File: config.mk
export PLATFORM = sky130hd
export DESIGN_NAME = pyjamask_core_param
export DESIGN_NICKNAME = d
export VERILOG_FILES = /design/src/rtl/pyjamask_core_param.sv
export SDC_FILE = /design/constraint.sdc
export NUM_CORES = 2
export LEC_CHECK = 0
export CAP_MARGIN = 15
export CORE_ASPECT_RATIO = 1.4
export CORE_MARGIN = 3
export CORE_UTILIZATION = 60
export CTS_CLUSTER_DIAMETER = 50
export DETAILED_ROUTE_END_ITERATION = 8
export DONT_BUFFER_PORTS = 1
export PLACE_DENSITY = 0.79
export SYNTH_ARGS = -nofsm -noshare
export SYNTH_HDL_FRONTEND = slang
export SYNTH_SLANG_ARGS = --single-unit
File: constraint.sdc
create_clock -name clk -period 14.45 [get_ports clk]
set_input_delay 4.335 -clock clk [delete_from_list [all_inputs] [get_ports clk]]
set_output_delay 4.335 -clock clk [all_outputs]
set_load 0.1 [all_outputs]
File: src/rtl/pyjamask_core_param.sv
`default_nettype none
// ============================================================================
// Module  : pyjamask_core_param
// Brief   : Iterative Pyjamask-96/128 encryption core, one round per clock,
//           on-the-fly key schedule, BUS_W-bit valid/ready streams.
// Rev     : 1.0
// ============================================================================
module pyjamask_core_param #(
    parameter int ROWS    = 3,
    parameter int BUS_W   = 8,
    parameter int NROUNDS = 14
) (
    input  logic             clk,
    input  logic             reset_n,
    input  logic             in_valid,
    output logic             in_ready,
    input  logic [BUS_W-1:0] in_data,
    input  logic             reuse_key,
    output logic             out_valid,
    input  logic             out_ready,
    output logic [BUS_W-1:0] out_data,
    output logic             out_last,
    output logic             busy
);
    localparam int SW   = ROWS * 32;
    localparam int KW   = 128 / BUS_W;
    localparam int BW   = SW / BUS_W;
    localparam int MAXW = (KW > BW) ? KW : BW;
    localparam int CW   = $clog2(MAXW);
    localparam int RW   = $clog2(NROUNDS + 1);

    localparam logic [31:0] MK = 32'hb881b9ca;

    localparam logic [2:0] S_IDLE     = 3'd0;
    localparam logic [2:0] S_LOAD_KEY = 3'd1;
    localparam logic [2:0] S_LOAD_BLK = 3'd2;
    localparam logic [2:0] S_ROUND    = 3'd3;
    localparam logic [2:0] S_FINAL    = 3'd4;
    localparam logic [2:0] S_OUT      = 3'd5;

    logic [2:0]    r_fsm;
    logic [SW-1:0] r_state;
    logic [127:0]  r_key;
    logic [127:0]  r_rk;
    logic [CW-1:0] r_cnt;
    logic [RW-1:0] r_round;
    logic          r_key_ok;

    logic [SW-1:0] w_ark;
    logic [SW-1:0] w_sb;
    logic [SW-1:0] w_mr;
    logic [127:0]  w_ks;
    logic          w_in_beat;

    // y = XOR_j x[31-j] ? rotr(m, j); rotr(m, j) is a 32-bit window of {m, m}
    function automatic logic [31:0] circ_mul(input logic [31:0] m, input logic [31:0] x);
        logic [31:0] acc;
        logic [63:0] mm;
        acc = '0;
        mm  = {m, m};
        for (int j = 0; j < 32; j++) begin
            if (x[31-j]) acc ^= mm[j +: 32];
        end
        return acc;
    endfunction

    function automatic logic [3:0] sbox(input logic [3:0] v);
        logic [3:0] o;
        o = '0;
        if (ROWS == 3) begin
            case (v[2:0])
                3'd0: o = 4'h1;  3'd1: o = 4'h3;  3'd2: o = 4'h6;  3'd3: o = 4'h5;
                3'd4: o = 4'h2;  3'd5: o = 4'h4;  3'd6: o = 4'h7;  default: o = 4'h0;
            endcase
        end else begin
            case (v)
                4'h0: o = 4'h2;  4'h1: o = 4'hd;  4'h2: o = 4'h3;  4'h3: o = 4'h9;
                4'h4: o = 4'h7;  4'h5: o = 4'hb;  4'h6: o = 4'ha;  4'h7: o = 4'h6;
                4'h8: o = 4'he;  4'h9: o = 4'h0;  4'ha: o = 4'hf;  4'hb: o = 4'h4;
                4'hc: o = 4'h8;  4'hd: o = 4'h5;  4'he: o = 4'h1;  default: o = 4'hc;
            endcase
        end
        return o;
    endfunction

    function automatic logic [31:0] mrow(input int i);
        logic [31:0] m;
        case (i)
            0:       m = 32'ha3861085;
            1:       m = 32'h63417021;
            2:       m = 32'h692cf280;
            default: m = 32'h48a54813;
        endcase
        return m;
    endfunction

    // Row i occupies bits [SW-32*i-1 : SW-32*(i+1)], so row 0 is the MSB word.
    always_comb begin : p_round
        logic [3:0] col;
        logic [3:0] sub;
        col   = '0;
        sub   = '0;
        w_ark = r_state ^ r_rk[127 -: SW];
        w_sb  = '0;
        w_mr  = '0;
        for (int c = 0; c < 32; c++) begin
            col = '0;
            for (int i = 0; i < ROWS; i++) col[ROWS-1-i] = w_ark[SW-32*(i+1)+c];
            sub = sbox(col);
            for (int i = 0; i < ROWS; i++) w_sb[SW-32*(i+1)+c] = sub[ROWS-1-i];
        end
        for (int i = 0; i < ROWS; i++) begin
            w_mr[SW-32*(i+1) +: 32] = circ_mul(mrow(i), w_sb[SW-32*(i+1) +: 32]);
        end
    end

    always_comb begin : p_keysched
        logic [31:0] k0, k1, k2, k3, t;
        k0 = r_rk[127:96];
        k1 = r_rk[95:64];
        k2 = r_rk[63:32];
        k3 = r_rk[31:0];
        t  = k0 ^ k1 ^ k2 ^ k3;
        k0 = k0 ^ t;
        k1 = k1 ^ t;
        k2 = k2 ^ t;
        k3 = k3 ^ t;
        k0 = circ_mul(MK, k0);
        k1 = {k1[23:0], k1[31:24]};
        k2 = {k2[16:0], k2[31:17]};
        k3 = {k3[13:0], k3[31:14]};
        k0 = k0 ^ 32'h00000080 ^ 32'(r_round);
        k1 = k1 ^ 32'h00006a00;
        k2 = k2 ^ 32'h003f0000;
        k3 = k3 ^ 32'h24000000;
        w_ks = {k0, k1, k2, k3};
    end

    assign w_in_beat = in_valid && in_ready;

    always_ff @(posedge clk or posedge reset_n) begin
        if (reset_n) begin
            r_fsm    <= S_IDLE;
            r_state  <= '0;
            r_key    <= '0;
            r_rk     <= '0;
            r_cnt    <= '0;
            r_round  <= '0;
            r_key_ok <= 1'b0;
        end else begin
            case (r_fsm)
                S_IDLE: begin
                    if (w_in_beat) begin
                        r_cnt <= CW'(1);
                        if (reuse_key && r_key_ok) begin
                            r_state <= {r_state[SW-BUS_W-1:0], in_data};
                            r_fsm   <= S_LOAD_BLK;
                        end else begin
                            r_key    <= {r_key[127-BUS_W:0], in_data};
                            r_key_ok <= 1'b0;
                            r_fsm    <= S_LOAD_KEY;
                        end
                    end
                end
                S_LOAD_KEY: begin
                    if (w_in_beat) begin
                        r_key <= {r_key[127-BUS_W:0], in_data};
                        if (r_cnt == CW'(KW - 1)) begin
                            r_cnt    <= '0;
                            r_key_ok <= 1'b1;
                            r_fsm    <= S_LOAD_BLK;
                        end else begin
                            r_cnt <= r_cnt + CW'(1);
                        end
                    end
                end
                S_LOAD_BLK: begin
                    if (w_in_beat) begin
                        r_state <= {r_state[SW-BUS_W-1:0], in_data};
                        if (r_cnt == CW'(BW - 1)) begin
                            r_cnt   <= '0;
                            r_rk    <= r_key;
                            r_round <= '0;
                            r_fsm   <= S_ROUND;
                        end else begin
                            r_cnt <= r_cnt + CW'(1);
                        end
                    end
                end
                S_ROUND: begin
                    r_state <= w_mr;
                    r_rk    <= w_ks;
                    r_round <= r_round + RW'(1);
                    if (r_round == RW'(NROUNDS - 1)) r_fsm <= S_FINAL;
                end
                S_FINAL: begin
                    r_state <= r_state ^ r_rk[127 -: SW];
                    r_cnt   <= '0;
                    r_fsm   <= S_OUT;
                end
                S_OUT: begin
                    // The output word is the top slice of r_state, so stalls hold it naturally.
                    if (out_ready) begin
                        r_state <= {r_state[SW-BUS_W-1:0], {BUS_W{1'b0}}};
                        if (r_cnt == CW'(BW - 1)) begin
                            r_cnt <= '0;
                            r_fsm <= S_IDLE;
                        end else begin
                            r_cnt <= r_cnt + CW'(1);
                        end
                    end
                end
                default: r_fsm <= S_IDLE;
            endcase
        end
    end

    assign in_ready  = !reset_n && ((r_fsm == S_IDLE) || (r_fsm == S_LOAD_KEY) || (r_fsm == S_LOAD_BLK));
    assign out_valid = (r_fsm == S_OUT);
    assign out_data  = out_valid ? r_state[SW-1 -: BUS_W] : '0;
    assign out_last  = out_valid && (r_cnt == CW'(BW - 1));
    assign busy      = (r_fsm != S_IDLE);

endmodule
`default_nettype wire

==> flow_summary.ini <==
[floorplanning]
rows = 97
coreArea_um2 = 50200
die_y_um = 273
ios = 25
die_w_um = 197
start_util = 0.609
dieArea_um2 = 53800

[synth]
ys.flop_type = dfrtp_1
synth_edf_count = 0
ys_types = 58
ys_ff_latch = 364
synth_area_um2 = 30600
synth_area_per_cell_um2 = 9.85
ys.warnings.count = 0
syn_inst = 3110
syn-num-nets = 3126
yosysSeqAreaShare = 0.297
synth.area.top_cells = dfrtp_1, xnor2_1, xnor3_1, xor2_1, nand2_1
synth_top_area_frac = 0.297
async_flop_share = 1.00
synth_largest_area_cell = dfrtp_1

[placement]
dp_hpwl_um = 77900
gp_congestion = 1.06
pre_cts_slack_ns = 4.98
numPortBuffers = 0

[sta]
setup_viol = 0
worst_pin_slew_ns = 1.30
slew_viol_final = 0
max_clock_freq_mhz = 106
relSlewSlack = 0.130
period_share = 0.655
finalHoldViolCount = 0
fin_ws_ns = 4.98
tns_ns = 0
post-route-min-period_ns = 9.47
final.setup_skew_ns = 0.0246
grt_setup_unrepaired = no

[critical_path]
crit_end = in_ready
critPathLaunch = reset_n
start_kind = input pin
slowest_delay_ns = 0.79
worst-path-buf-inv = 0
critical-path-slowest-cell = nor2_2
crit_path_end_kind = output pin
crit_cells = 1
rr_worst_depth = 8
arrival_ns = 5.13
critPathRequiredTime_ns = 10.11
r2r_end = r_state[13]
path_max_fanout = 3
reg2reg_setup_slack_ns = 10.57
crit_family = simple AND/OR/NAND/NOR gates
crit_chain = nor2_2
timing.rr.start = r_rk[61]
crit_type = input pin to output pin

[clock_tree]
cts_hold_buf = 0
clkTransAtPathRegs_ns = 0.06
ctsResizeCount = 0
numCtsBuffers = 40
clk_latency_ns = 0.57
cts_tree = built
htreeDepth = 2
root_buffer = clkbuf_16
clkSinkCount = 364
cts_buffer_depth = 3
post_cts_buffers = 0

[route]
drt-initial-drc-count = 2827
drc_errors = 0
drt_wl_total_um = 102000
wire_per_inst_um = 28.0
vias_per_cell = 6.42
ant_nets = 0
num_vias = 23445
drtPass1Iterations = 7

[global_routing]
grt_pass1_vias = 23272
antenna_found_initial = 4
grt.total_usage = 0.379
grt_max_degree = 95
grt_pass1_wl_um = 151000
overflow = 0

[worst_hold_path]
worstHoldPathType = flip-flop to flip-flop

[flow_run]
cap_viol_max_count = 0

[status]
status = finished, final reports clean

[layout]
drive_gt1_frac = 0.123
fin_util = 0.641
final_nets = 2991
syn2layout_area_growth_pct = 5.25
-- synth_stat cells, types with 14 or more instances --
| cell | count |
|---|---|
| xnor2_4 | 14 |
| xnor3_1 | 135 |
| mux2_2 | 129 |
| buf_2 | 34 |
| o22ai_1 | 21 |
| nand2_1 | 388 |
| xnor2_1 | 592 |
| o21ai_1 | 55 |
| a31oi_1 | 126 |
| dfrtp_1 | 364 |
| a21oi_1 | 115 |
| and3_1 | 15 |
| xor2_1 | 244 |
| a211oi_1 | 18 |
| xor2_2 | 34 |
| xnor2_2 | 62 |
| o21ai_0 | 190 |
| nor2_1 | 212 |
| clkbuf_1 | 157 |
| a22oi_1 | 52 |
-- cell families after synthesis --
group,Yosys count,synth area share
buffers and inverters,211,0.0284
and+or+nand+nor,687,0.0914
AOI/OAI and AO/OA,615,0.117
DFF,364,0.297
xor gates and xnor gates,1100,0.417
adders and majority gates,3,0.00123
muxes,130,0.0478
-- per-layer routing --
layer	track usage	wire length (um)	share of wire
met5	0	23	0.00022
met4	0.303	10400	0.10
met3	0.0619	8130	0.079
met2	0.620	48200	0.47
met1	0.440	35500	0.35
-- worst min-delay path by stage --
stage / startpoint / cells past startpoint / end
2_1_floorplan: r_cnt[1] / 2 / r_cnt[1]
3_3_place_gp: r_key[122] / 1 / r_key[122]
3_5_place_dp: r_key[125] / 1 / r_key[125]
4_1_cts: r_key[125] / 1 / r_key[125]
5_1_grt: r_key[121] / 1 / r_key[121]
6_report: r_key[126] / 1 / r_key[126]
-- registers in the layout (all words and copies together), names as in the netlist --
signal / count
r_rk: 128
r_fsm: 3
r_state: 96
r_round: 4
r_key: 128
r_key_ok: 1
r_cnt: 4
-- cell usage in the layout (no fill, tap or decap), types with 5 or more instances in the layout --
cell type / instances
nor2b_1: 6
clkbuf_16: 40
xnor2_2: 62
a211oi_1: 18
a22o_1: 8
xor3_1: 13
nand3_1: 10
or3_1: 8
nand2b_1: 8
a21oi_1: 115
xor2_1: 244
o21ai_0: 190
xor2_2: 34
and2_1: 9
o21ai_1: 55
dfrtp_1: 363
xnor2_1: 592
o21a_1: 6
xnor3_1: 135
nor2_1: 209
o22ai_1: 21
a22oi_1: 52
clkbuf_1: 7
clkbuf_8: 6
mux2_2: 129
nand2_1: 386
clkinvlp_4: 5
and3_1: 15
nor3_1: 10
a31oi_1: 126
xnor2_4: 14
buf_4: 31
-- per-stage QoR --
step,instance area [um2],std cells,hold slack [ns]
after detailed placement,30900,3576,0.497
after global placement,30900,3576,0.491
after CTS,32200,3649,0.513
final,32200,3653,0.515
after global routing,32200,3652,0.535
after floorplan,30600,3110,0.476
-- area by class of cell --
class / instances / area, um2
diodes: 4 / 10.0
clock buffers: 53 / 1110
clock inverters: 20 / 234
fillers: 4006 / 18000
inverters: 3 / 15.0
multi-input cells: 2535 / 20700
flip-flops and latches: 364 / 9110
well taps: 643 / 805
repair buffers: 31 / 233
Power is left out: the tool's default activity adds up to more than one toggle a clock period on the data nets, which glitch-free logic cannot reach.
